===== src/rtl/wb_axi_writer.sv =====
// Write-back engine: turns one 256-bit cache line from the write buffer into an
// 8-beat INCR AXI write burst and reports completion with a one-cycle pulse.
module wb_axi_writer #(
    parameter int              ID_W   = 4,
    parameter logic [ID_W-1:0] AXI_ID = 4'h1
) (
    input  logic            clk,
    input  logic            rst,
    input  logic            wb_wen_i,
    input  logic [31:0]     wb_awaddr_i,
    input  logic [255:0]    wb_wdata_i,
    output logic            wb_bvalid_o,
    output logic            busy_o,
    output logic            err_o,
    output logic [ID_W-1:0] awid,
    output logic [31:0]     awaddr,
    output logic [7:0]      awlen,
    output logic [2:0]      awsize,
    output logic [1:0]      awburst,
    output logic            awvalid,
    input  logic            awready,
    output logic [31:0]     wdata,
    output logic [3:0]      wstrb,
    output logic            wlast,
    output logic            wvalid,
    input  logic            wready,
    input  logic [ID_W-1:0] bid,
    input  logic [1:0]      bresp,
    input  logic            bvalid,
    output logic            bready
);

    localparam logic [2:0] IDLE = 3'd0;
    localparam logic [2:0] ADDR = 3'd1;
    localparam logic [2:0] DATA = 3'd2;
    localparam logic [2:0] RESP = 3'd3;
    localparam logic [2:0] DONE = 3'd4;

    logic [2:0]      r_state;
    logic [31:0]     r_addr;
    logic [255:0]    r_data;
    logic [ID_W-1:0] r_awid;
    logic            r_awvalid;
    logic            r_wvalid;
    logic            r_wlast;
    logic [31:0]     r_wdata;
    logic [2:0]      r_beat;
    logic            r_err;

    logic [2:0]      w_nextBeat;
    logic            w_unused;

    assign w_nextBeat = r_beat + 3'd1;
    // The response ID and the sub-line address bits carry no information here.
    assign w_unused   = ^{bid, wb_awaddr_i[4:0]};

    always_ff @(posedge clk or posedge rst) begin
        if (rst) begin
            r_state   <= IDLE;
            r_addr    <= '0;
            r_data    <= '0;
            r_awid    <= '0;
            r_awvalid <= 1'b0;
            r_wvalid  <= 1'b0;
            r_wlast   <= 1'b0;
            r_wdata   <= '0;
            r_beat    <= '0;
            r_err     <= 1'b0;
        end else begin
            case (r_state)
                IDLE: begin
                    if (wb_wen_i) begin
                        r_addr    <= {wb_awaddr_i[31:5], 5'b0};
                        r_data    <= wb_wdata_i;
                        r_awid    <= AXI_ID;
                        r_awvalid <= 1'b1;
                        r_state   <= ADDR;
                    end
                end
                ADDR: begin
                    // First data beat is staged in the same edge the address is accepted.
                    if (r_awvalid && awready) begin
                        r_awvalid <= 1'b0;
                        r_wvalid  <= 1'b1;
                        r_wdata   <= r_data[31:0];
                        r_wlast   <= 1'b0;
                        r_beat    <= '0;
                        r_state   <= DATA;
                    end
                end
                DATA: begin
                    if (r_wvalid && wready) begin
                        if (r_beat == 3'd7) begin
                            r_wvalid <= 1'b0;
                            r_wlast  <= 1'b0;
                            r_state  <= RESP;
                        end else begin
                            r_beat  <= w_nextBeat;
                            r_wdata <= r_data[{w_nextBeat, 5'b00000} +: 32];
                            r_wlast <= (w_nextBeat == 3'd7);
                        end
                    end
                end
                RESP: begin
                    if (bvalid) begin
                        if (bresp != 2'b00) begin
                            r_err <= 1'b1;
                        end
                        r_state <= DONE;
                    end
                end
                DONE: begin
                    r_state <= IDLE;
                end
                default: begin
                    r_state <= IDLE;
                end
            endcase
        end
    end

    assign awid        = r_awid;
    assign awaddr      = r_addr;
    assign awlen       = 8'd7;
    assign awsize      = 3'b010;
    assign awburst     = 2'b01;
    assign awvalid     = r_awvalid;
    assign wdata       = r_wdata;
    assign wstrb       = r_wvalid ? 4'hF : 4'h0;
    assign wlast       = r_wlast;
    assign wvalid      = r_wvalid;
    assign bready      = (r_state == RESP);
    assign wb_bvalid_o = (r_state == DONE);
    assign busy_o      = (r_state != IDLE);
    assign err_o       = r_err;

endmodule


===== config.mk =====
export PLATFORM = sky130hd
export DESIGN_NAME = wb_axi_writer
export DESIGN_NICKNAME = d
export VERILOG_FILES = /design/src/rtl/wb_axi_writer.sv
export SDC_FILE = /design/constraint.sdc
export NUM_CORES = 1
export LEC_CHECK = 0
export ABC_AREA = 0
export CAP_MARGIN = 10
export CORE_ASPECT_RATIO = 0.8
export CORE_MARGIN = 2
export CORE_UTILIZATION = 53
export DETAILED_ROUTE_END_ITERATION = 8
export HOLD_SLACK_MARGIN = 0.06
export PLACE_DENSITY = 0.95
export SLEW_MARGIN = 20
export SYNTH_ARGS = -nofsm -noshare
export SYNTH_HDL_FRONTEND = slang
export SYNTH_SLANG_ARGS = --single-unit

===== constraint.sdc =====
create_clock -name clk -period 28 [get_ports clk]
set_input_delay 5.6 -clock clk [delete_from_list [all_inputs] [get_ports clk]]
set_output_delay 5.6 -clock clk [all_outputs]
set_load 0.05 [all_outputs]

Word-level counts from Yosys, hierarchy flattened. Index checks and enable logic that the tools add are counted.

Bits in registers: 326. Latch bits: 0. RAM bits: 0. Bits in read-only memories: 0. Input bits: 300. Output and inout port bits: 92. Memories: 0.

$add $sub $neg: 1. Multipliers: 0. Divide/modulo/power cells: 0. Order comparisons: 0. Equal/unequal tests: 12. Shift operators: 1. Multiplexer cells: 25. Bitwise logic cells: 0. Reductions and logical operators: 14.

Operator list (number): 256-bit by 9-bit indexed part select with 32-bit output (1); 32-bit 2-to-1 mux (3); 32-bit one-hot mux with 2 select lines (1); 3-bit 2-to-1 mux (8); 2-bit != test, second input constant (6); 3-bit one-hot mux with 4 select lines (1); 3-bit == test, second input constant (3); 3-bit AND reduction (3); 4-bit AND reduction (2); 1-bit 2-to-1 mux (7); 3-bit by 2-bit == test with 1-bit output, second input constant (2); 1-bit one-hot mux with 2 select lines (3); 3-bit one-hot mux with 2 select lines (1); 2-bit nonzero test (3); 5-bit AND reduction (1); 4-bit 2-to-1 mux (1); 3-bit by 1-bit adder with 3-bit output, second input constant (1); 3-bit by 1-bit == test with 1-bit output, second input constant (1); 3-bit logical NOT (1); 3-bit nonzero test (1); 1-bit logical AND (2); 2-bit AND reduction (1).

Longest topological paths before layout.
Word-level depth: 5. Mapped depth: 11. Gate-level depth less buffers: 6.

Worst setup path before layout. Ideal clock, no wire load.

Path type: register to output. Start point: register r_state[0]. End point: output port wb_bvalid_o. Data arrival time: 1.718 ns. Required time: 22.400 ns. Slack: 20.682 ns. Stages on the path, launching flop included: 3. Path buffers: 1. Cell sequence: dfrtp_1 > buf_2 > nor3b_1.

Longest elaborated chain between the ends: 1.

Ends and longest elaborated chain: from (decl) (RTL line 39) `logic [2:0] r_state;`; from (signal assigned) (RTL line 59) `r_state <= IDLE;`; from (signal assigned) (RTL line 77) `r_state <= ADDR;`; from (signal assigned) (RTL line 88) `r_state <= DATA;`; 3-bit == test (RTL line 133) `assign wb_bvalid_o = (r_state == DONE);`; to (decl) (RTL line 12) `output logic wb_bvalid_o,`.

No other way between the ends.

Worst setup path after layout.
Start point: input port wb_wen_i. End point: register r_data[41].

Longest elaborated chain between the ends: 1.

Ends and longest elaborated chain: from (decl) (RTL line 9) `input logic wb_wen_i,`; 2-bit AND reduction (no source line); to (signal assigned) (RTL line 74) `r_data <= wb_wdata_i;`; to (decl) (RTL line 41) `logic [255:0] r_data;`.

No other way between the ends. A chain may end at the register's enable or synchronous reset.

==> impl_results.md <==
- Status: complete, no violations
- Final Setup Violations: 0
- Resize count post-CTS: 0
- Die area: 0.02924 mm^2
- CTS buffer count: 31
- Share of cells above drive strength 1: 0.1614
- Worst min path class: register to register
- Synthesized cell area: 0.01478 mm^2
- IO Port Bufs: 361
- Maximum vdd ir drop: 0.08577 mV
- I/O Pins: 392
- # nets final: 1610
- Final core utilization: 0.7069
- Total track usage: 0.2659
- Routed Antenna Nets: 0
- Critical Path Fanout Max: 82
- Initial drt markers: 453
- CTS H-tree lvls: 1
- Placed Area: 0.01828 mm^2
- Synth unique cells: 36
- R2R Path End: r_data[41]
- Max_cap viols: 0
- Initial core utilization: 0.5400
- Tmin final: 8.840 ns
- Post-synthesis register bit count: 326
- Clk pin slew, worst setup/hold paths: 0.06 ns
- Slew Limit Fails: 0
- Number of global-route vias before repair: 10368
- Pin count of the biggest net entering global routing: 122
- # fillers: 1748
- Worst Hold Launch: err_o
- Avg Cell Area, Syn: 15.19 um^2
- First-pass GRT wire length: 59.31 mm
- DPL Wire Length: 26.73 mm
- Reg2reg setup slack: 23.83 ns
- Setup TNS: 0 ns
- Gate Count Post-Synth: 973
- Row count: 54
- Grt ovf: 0
- Via-to-Cell Ratio: 5.661
- GP Congestion: 0.8288
- Sequential fraction of the synthesis area: 0.5521
- Worst hold endpoint: err_o
- Core Area: 0.02736 mm^2
- CTS tree: yes
- Final wirelength: 38.30 mm
- Met3 wire len: 3.132 mm
- Pwr per Cell Area: 123.1 mW/mm^2
- Vias: 9623
- Worst slew pin tran: 1.043 ns
- Worst setup EP type: register
- CTS Buffer Depth: 3
- Final Hold Fails: 0
- WL/cell: 22.53 um
- Leakage: 8.085 nW
- RSZ-0062 raised after global routing: no
- # DRC: 0
- Met2 routed WL: 17.81 mm
- Yosys warning count: 0
- Area of the multi-input gates: 0.005941 mm^2
- P&R area growth vs syn: 30.92%
- Non-Filler Instances: 1700
- Worst R2R Start: r_state[0]
- Cells after DPL: 1638
- F_max: 113.1 MHz
- Clock root cell: clkbuf_16
- Initial DRT Pass Iterations: 5
- Die width: 190.7 um
- R2R depth: 5
- CTS Hold Bufs: 0
- Highest routed layer: met5
- Sequential Area: 0.008158 mm^2
- Arr. time, crit path: 9.27 ns
- Crit path launch type: input port
- Initial antenna violation count: 6
- Critical setup path kind: input port to register
- Min-Delay Path Depth: 1
- Sink Count: 326
- Fin Hold WS: 0.4729 ns
- Fin crit share: 0.3157
- Rel. slew slack: 0.3045
- Fin area: 0.01934 mm^2
- Postcts setup bufs: 0
- Later-pin clock latency in the skew report: 0.56 ns
- CP required: 28.43 ns
- Metal-1 WL: 15.97 mm
- Die Ht: 153.3 um
- Clk_skew: 0.01445 ns
cells by family after synthesis:
kind of cell	count (synthesis)	share of synthesized area
muxes	349	0.3155
DFF	326	0.5521
and+or+nand+nor	123	0.03650
buffers and inverters	95	0.05276
AOI/OAI and AO/OA	75	0.04005
adders and majority gates	3	0.002541
other	2	0.0005083
power breakdown:
group	switching [mW]	total, mW	internal (mW)
combinational	0.584	1.10	0.515
sequential	0.141	0.854	0.712
clock	0.179	0.428	0.249
total	0.905	2.38	1.48
worst max path at each step:
| stage | startpoint | to | cells after the start |
|---|---|---|---|
| after floorplan | rst | awaddr[10] | 1 |
| after global placement | wb_wen_i | r_data[44] | 6 |
| after detailed placement | wb_wen_i | r_data[44] | 6 |
| after CTS | wb_wen_i | r_data[41] | 6 |
| after global routing | wb_wen_i | r_data[41] | 6 |
| final | wb_wen_i | r_data[41] | 6 |
cell usage after synthesis:
cell	n	share of area
mux4_2	65	0.099
buf_4	33	0.017
a22o_1	1	0.00059
dfrtp_1	326	0.55
nor2_1	35	0.0089
buf_2	8	0.0027
and2_1	2	0.00085
and3b_1	1	0.00059
nor2b_1	1	0.00042
and3_1	1	0.00042
inv_1	3	0.00076
a311oi_1	32	0.019
or3_4	1	0.00076
mux2_2	75	0.057
buf_8	1	0.0010
nand3_1	1	0.00034
conb_1	2	0.00051
nor3b_2	1	0.00085
or2_2	1	0.00042
clkbuf_1	12	0.0030
a21oi_1	3	0.0010
nor3b_1	2	0.0010
o21ai_0	3	0.0010
buf_6	37	0.028
nand2b_1	1	0.00042
and4b_1	1	0.00068
mux2_1	209	0.16
a22oi_2	1	0.00085
nor2_8	1	0.0014
buf_1	1	0.00025
ha_1	3	0.0025
nand4b_1	2	0.0012
nand2_1	72	0.018
o21ai_1	1	0.00034
a21o_1	33	0.017
o211ai_1	1	0.00051
sequential cells by signal, summed over array words and instances, names as in the netlist:
signal and count:
r_data 256, wdata 32, awaddr 27, r_beat 3, r_state 3, awid 1
awvalid 1, err_o 1, wlast 1, wvalid 1
stage by stage:
stage	power [mW]	setup WS, ns
2_1_floorplan	1.638	13.37
3_3_place_gp	1.902	18.62
3_5_place_dp	1.955	18.60
4_1_cts	2.395	19.16
5_1_grt	2.508	18.91
6_report	2.381	19.16
worst max-delay path, stage by stage:
cell             delay, ns
clkdlybuf4s50_1       0.49
inv_1                 0.11
nor2_8                0.71
buf_4                 0.86
buf_4                 0.91
mux2_1                0.43
cell type report:
cell class | count | share of cell area
Clock buffer | 42 | 0.04586
Sequential cell | 326 | 0.4217
Antenna cell | 4 | 0.0005175
Inverter | 3 | 0.0009702
Timing Repair Buffer | 374 | 0.1920
Tap cell | 364 | 0.02354
Clock inverter | 16 | 0.008215
Multi-Input combinational cell | 571 | 0.3071
layout by cell type (no fill, tap or decap), drive strengths merged, types with 2 or more instances in the layout:
cell,count
clkdlybuf4s50,361
nand4b,2
mux4,65
clkbuf,42
and2,2
ha,3
conb,21
clkinv,12
a21o,33
nand2,72
diode,4
a311oi,32
buf,13
nor3b,3
a21oi,3
bufinv,3
inv,4
o21ai,4
dfrtp,326
mux2,284
nor2,36
metal layers:
layer,vias to the layer above,global-route usage
met5,-,0
met4,2,0.08786
met3,88,0.07256
met2,398,0.4159
met1,4945,0.3629
li1,4190,-
Power figures use the tool's default switching activity.
